==> src/rtl/matrix3x3_mac_engine.sv <==
// 3x3 unsigned matrix multiply, C = A x B, through one shared
// two-stage multiply-accumulate pipeline (27 products per job).
module matrix3x3_mac_engine #(
  parameter int DATA_W = 8,
  parameter int ACC_W  = 16
) (
  input  logic              clk,
  input  logic              rst,
  input  logic              start,
  input  logic [DATA_W-1:0] a11,
  input  logic [DATA_W-1:0] a12,
  input  logic [DATA_W-1:0] a13,
  input  logic [DATA_W-1:0] a21,
  input  logic [DATA_W-1:0] a22,
  input  logic [DATA_W-1:0] a23,
  input  logic [DATA_W-1:0] a31,
  input  logic [DATA_W-1:0] a32,
  input  logic [DATA_W-1:0] a33,
  input  logic [DATA_W-1:0] b11,
  input  logic [DATA_W-1:0] b12,
  input  logic [DATA_W-1:0] b13,
  input  logic [DATA_W-1:0] b21,
  input  logic [DATA_W-1:0] b22,
  input  logic [DATA_W-1:0] b23,
  input  logic [DATA_W-1:0] b31,
  input  logic [DATA_W-1:0] b32,
  input  logic [DATA_W-1:0] b33,
  output logic [ACC_W-1:0]  c11,
  output logic [ACC_W-1:0]  c12,
  output logic [ACC_W-1:0]  c13,
  output logic [ACC_W-1:0]  c21,
  output logic [ACC_W-1:0]  c22,
  output logic [ACC_W-1:0]  c23,
  output logic [ACC_W-1:0]  c31,
  output logic [ACC_W-1:0]  c32,
  output logic [ACC_W-1:0]  c33,
  output logic              done,
  output logic              busy
);

  typedef enum logic [1:0] {
    S_IDLE,
    S_RUN,
    S_DRAIN,
    S_DONE
  } state_t;

  state_t r_state;
  state_t w_next;

  logic [9*DATA_W-1:0] w_ain;
  logic [9*DATA_W-1:0] w_bin;
  logic [9*DATA_W-1:0] r_a;
  logic [9*DATA_W-1:0] r_b;

  logic [1:0] r_row;
  logic [1:0] r_col;
  logic [1:0] r_t;

  logic              w_accept;
  logic              w_issue;
  logic              w_last_issue;
  logic [3:0]        w_ai;
  logic [3:0]        w_bi;
  logic [3:0]        w_e;
  logic [DATA_W-1:0] w_a;
  logic [DATA_W-1:0] w_b;

  logic [2*DATA_W-1:0] w_prod;

  logic                r_s1_v;
  logic [3:0]          r_s1_e;
  logic                r_s1_first;
  logic                r_s1_last;
  logic [2*DATA_W-1:0] r_s1_p;

  logic [ACC_W-1:0]   w_p_ext;
  logic [ACC_W-1:0]   w_sum;
  logic [ACC_W-1:0]   r_acc;
  logic [9*ACC_W-1:0] r_c;

  assign w_ain = {a33, a32, a31, a23, a22, a21, a13, a12, a11};
  assign w_bin = {b33, b32, b31, b23, b22, b21, b13, b12, b11};

  assign busy = (r_state == S_RUN) || (r_state == S_DRAIN);
  assign done = (r_state == S_DONE);

  assign w_accept = start &&
    ((r_state == S_IDLE) || (r_state == S_DONE));
  assign w_issue = (r_state == S_RUN);
  assign w_last_issue = (r_row == 2'd2) &&
    (r_col == 2'd2) && (r_t == 2'd2);

  always_ff @(posedge clk) begin
    if (rst) r_state <= S_IDLE;
    else     r_state <= w_next;
  end

  always_comb begin
    w_next = r_state;
    unique case (r_state)
      S_IDLE, S_DONE: if (start) w_next = S_RUN;
      S_RUN:   if (w_last_issue) w_next = S_DRAIN;
      S_DRAIN: begin
        if (r_s1_v && r_s1_last && (r_s1_e == 4'd8))
          w_next = S_DONE;
      end
      default: w_next = S_IDLE;
    endcase
  end

  // Operands are only captured on the accepting edge.
  always_ff @(posedge clk) begin
    if (w_accept) begin
      r_a <= w_ain;
      r_b <= w_bin;
    end
  end

  always_ff @(posedge clk) begin
    if (rst || w_accept) begin
      r_row <= '0;
      r_col <= '0;
      r_t   <= '0;
    end else if (w_issue) begin
      if (r_t != 2'd2) begin
        r_t <= r_t + 2'd1;
      end else begin
        r_t <= '0;
        if (r_col != 2'd2) begin
          r_col <= r_col + 2'd1;
        end else begin
          r_col <= '0;
          r_row <= r_row + 2'd1;
        end
      end
    end
  end

  assign w_ai = {2'b00, r_row} * 4'd3 + {2'b00, r_t};
  assign w_bi = {2'b00, r_t} * 4'd3 + {2'b00, r_col};
  assign w_e  = {2'b00, r_row} * 4'd3 + {2'b00, r_col};
  assign w_a  = r_a[w_ai*DATA_W +: DATA_W];
  assign w_b  = r_b[w_bi*DATA_W +: DATA_W];

  assign w_prod = {{DATA_W{1'b0}}, w_a} *
                  {{DATA_W{1'b0}}, w_b};

  always_ff @(posedge clk) begin
    if (rst) begin
      r_s1_v     <= 1'b0;
      r_s1_e     <= '0;
      r_s1_first <= 1'b0;
      r_s1_last  <= 1'b0;
      r_s1_p     <= '0;
    end else begin
      r_s1_v <= w_issue;
      if (w_issue) begin
        r_s1_e     <= w_e;
        r_s1_first <= (r_t == 2'd0);
        r_s1_last  <= (r_t == 2'd2);
        r_s1_p     <= w_prod;
      end
    end
  end

  assign w_p_ext = ACC_W'(r_s1_p);
  assign w_sum   = r_acc + w_p_ext;

  always_ff @(posedge clk) begin
    if (rst) begin
      r_acc <= '0;
      r_c   <= '0;
    end else if (r_s1_v) begin
      if (r_s1_first) r_acc <= w_p_ext;
      else            r_acc <= w_sum;
      if (r_s1_last)
        r_c[r_s1_e*ACC_W +: ACC_W] <= w_sum;
    end
  end

  assign c11 = r_c[0*ACC_W +: ACC_W];
  assign c12 = r_c[1*ACC_W +: ACC_W];
  assign c13 = r_c[2*ACC_W +: ACC_W];
  assign c21 = r_c[3*ACC_W +: ACC_W];
  assign c22 = r_c[4*ACC_W +: ACC_W];
  assign c23 = r_c[5*ACC_W +: ACC_W];
  assign c31 = r_c[6*ACC_W +: ACC_W];
  assign c32 = r_c[7*ACC_W +: ACC_W];
  assign c33 = r_c[8*ACC_W +: ACC_W];

endmodule

==> config.mk <==
export PLATFORM = sky130hd
export DESIGN_NAME = matrix3x3_mac_engine
export DESIGN_NICKNAME = d
export VERILOG_FILES = /design/src/rtl/matrix3x3_mac_engine.sv
export SDC_FILE = /design/constraint.sdc
export NUM_CORES = 1
export LEC_CHECK = 0
export CORE_MARGIN = 4
export CORE_UTILIZATION = 32
export DETAILED_ROUTE_END_ITERATION = 6
export GPL_ROUTABILITY_DRIVEN = 1
export HOLD_SLACK_MARGIN = 0.1
export PLACE_DENSITY_LB_ADDON = 0.2
export SKIP_CTS_REPAIR_TIMING = 1
export SYNTH_ARGS = -nofsm -noshare
export SYNTH_HDL_FRONTEND = slang
export SYNTH_SLANG_ARGS = --single-unit
==> constraint.sdc <==
create_clock -name clk -period 9.85 [get_ports clk]
set_input_delay 1.97 -clock clk [delete_from_list [all_inputs] [get_ports clk]]
set_output_delay 1.97 -clock clk [all_outputs]
set_load 0.02 [all_outputs]
==> flow_summary_export.csv <==
group,metric,value,unit
floorplan,die_h,232,um
floorplan,rows,81,
yosys,syn_inst,1465,
floorplan,fp.dieW,232,um
grt,grt_pass1_vias,11800,
yosys,synth-simple-area-share,14.9,%
critical_path,cp.arrival,7910,ps
yosys,yosysMostFrequentCell,"dfxtp_1",
status,status,"complete, no violations",
placement,gp_congestion,0.865,
floorplan,start_util,32.5,%
yosys,ys_seq_elements,335,
cts,cts_tree,"done",
cells_and_area,nFillCells,4754,
timing,period_minus_slack,7510,ps
pwr,clockPowerShare,20.8,%
yosys,synth_compound_area_share,11.9,%
timing,hold_ws,452,ps
yosys,ys_async_sr_fraction,0,%
placement,place_hpwl,31400,um
cts,clock_latency,560,ps
placement,placement.io_buffers,292,
route,avgRoutedWirePerCell,17.7,um
timing,hold_viol,0,
pwr,switching_power,2.70,mW
yosys,synth-edff-count,144,
cts,cts_root_buf,"clkbuf_16",
route,avgViaCountPerCell,4.82,
yosys,yosys.area_share.xor_xnor,1.36,%
pwr,power.density,322,mW/mm2
timing,period_share,76.3,%
yosys,synth_nets,1721,
timing,fin_skew,26.1,ps
cells_and_area,syn_to_final_growth,29.9,%
cts,clk_pin_slew,60,ps
pwr,seqPwrFrac,26.4,%
floorplan,io_pins,293,
pwr,p_int,4.00,mW
yosys,ys.flop_type,"dfxtp_1",
route,firstDrtPassIters,5,
cts,htreeDepth,2,
yosys,synth_mux_area_share,6.88,%
cells_and_area,fin_nets,1992,
yosys,synth_top_area_share,27.0,%
pwr,p_sw_share,40.3,%
timing,worst_pin_slew,1150,ps
grt,antenna_found_initial,0,
critical_path,cpPeakStageDelay,1090,ps
cells_and_area,drive_above_1_share,8.33,%
critical_path,crit_slowest_cell,"fa_1",
critical_path,cp_max_fo,17,
grt,grt_max_degree,114,
critical_path,worst_setup_path_end_kind,"register",
timing,fmax,133,MHz
route,drt_wl_total,42900,um
worst_hold_path,hp-class,"reg2reg",
job,cap_violations,0,
critical_path,critPathMostFrequentCell,"fa_1",
yosys,synth_area_leaders,"edfxtp_1, dfxtp_1, ha_1",
yosys,synth_fa_ha_area_share,10.4,%
floorplan,die-area,0.0537,mm2
critical_path,critPathKind,"reg2reg",
cts,clock-sinks,335,
cts,cts_made_buffers,40,
grt,track_usage,15.7,%
timing,setup_tns,0,ps
timing,rsz0062_at_grt,"false",
critical_path,cp_cell_sequence,"fa_1, ha_1, fa_1, mux4_2, mux2i_1, nor2_1, a21oi_1, nor2_1, fa_1, inv_1, fa_1, fa_1, inv_1, fa_1, ha_1, a211o_1, o221ai_1, nor3_1, a211oi_1, xor2_1, o22ai_1",
grt,grt_pass1_wl,66900,um
timing,setup_viol,0,
critical_path,crit_path_start_kind,"register",
route,drt_iter0_drc,719,
yosys,yosysWarningCount,0,
yosys,ys_types,71,
route,drc_errors,0,
floorplan,core,0.0493,mm2
yosys,syn_area,0.0160,mm2
pwr,p_leak,7.35,nW
yosys,seq_area_frac_synth,50.9,%
route,ant_nets,0,
pwr,ir_drop,0.494,mV
grt,overflow,0,
pwr,combPwrFrac,52.8,%
cts,clockBufferDepth,3,
cells_and_area,insertedDiodeCount,0,
yosys,synthTopCellsByCount,"dfxtp_1, nand2_1, edfxtp_1",
timing,slew_headroom,23.0,%
route,dr_total_vias,11700,
critical_path,cp.required,10250,ps
timing,slew_viol_final,0,
yosys,synth_top_cell_by_area,"edfxtp_1",
yosys,syn_area_per_cell,10.9,um2
yosys,synth_top_family_by_area,"simple AND/OR/NAND/NOR gates",
-- metrics by stage --
stage          instances  util [%]  cell area (um2)  setup slack, ps  total power, mW
2_1_floorplan       1465         -            16000              732             4.57
3_3_place_gp        2358      39.7            19600             2450             5.30
3_5_place_dp        2358      39.7            19600             2310             5.33
4_1_cts             2429      42.2            20800             2290             6.78
5_1_grt             2429      42.2            20800             1830             7.34
6_report            2429      42.2            20800             2340             6.70
-- sequential cells by signal (all words and copies together), names as in the netlist --
signal      count
r_a            72
r_b            72
r_state         2
r_t             2
r_col           2
r_s1_p         16
r_s1_e          4
r_s1_last       1
r_c           144
r_s1_v          1
r_acc          16
r_s1_first      1
r_row           2
-- cell families (layout without fill, tap and decap cells) --
kind of cell / after synthesis / after routing
simple gates: 495 / 495
flops: 335 / 335
compound gates: 288 / 288
buf+inv: 148 / 448
fa+ha+maj: 109 / 109
mux: 69 / 69
xor+xnor: 21 / 21
-- cell type report --
| type | instances | area, um2 | share of cell area [%] |
|---|---|---|---|
| clock inverter | 20 | 131 | 0.631 |
| inverter | 73 | 274 | 1.32 |
| tap | 664 | 831 | 3.99 |
| clock buffer | 51 | 1110 | 5.35 |
| sequential | 335 | 8150 | 39.2 |
| timing repair buffer | 304 | 3010 | 14.5 |
| multi-input combinational | 982 | 7300 | 35.1 |
-- final timing paths --
kind                            startpoint    endpoint  slack, ps  depth (start not counted)
worst max register to register    r_col[1]  r_s1_p[14]       2340                         21
worst min-delay path              r_c[102]    r_c[102]        450                          2
worst min register to register    r_c[102]    r_c[102]        450                          2
worst max-delay path              r_col[1]  r_s1_p[14]       2340                         21
-- critical path: cells and delay by family, from the launching register on --
kind	cells	cell delay (ps)
adders and majority gates	8	4190
AOI/OAI and AO/OA	5	1480
muxes	2	580
DFF	1	520
and+or+nand+nor	3	310
xor gates and xnor gates	1	160
buffers and inverters	2	100
-- layout by cell type, fill, tap and decap left out, types with 13 or more instances in the layout --
cell             instances
clkdlybuf4s50_1        291
dfxtp_1                191
nand2_1                173
edfxtp_1               144
a21oi_1                140
nor2_1                 124
inv_1                   73
ha_1                    68
nand3_1                 53
nand3b_1                45
o21ai_0                 42
fa_1                    41
clkbuf_16               40
mux4_2                  32
mux2i_1                 28
a211oi_1                23
or3_1                   21
o31ai_1                 17
nand2b_1                16
or2_1                   13
-- metal layers --
metal	wire, um	GRT usage, %	vias up
li1	-	-	5769
met1	18900	20.3	5585
met2	20900	27.0	314
met3	2350	3.15	48
met4	774	3.85	0
met5	0	0	-
-- power groups by stage --
stage | clock, mW | sequential (mW) | combinational, mW
global placement | 0 | 1.80 | 3.50
finish | 1.39 | 1.77 | 3.54
floorplan | 0 | 1.81 | 2.77
detailed placement | 0 | 1.80 | 3.53
CTS | 1.44 | 1.77 | 3.57
global route | 1.49 | 1.79 | 4.06
No activity file was read; power rests on OpenSTA's default activity.
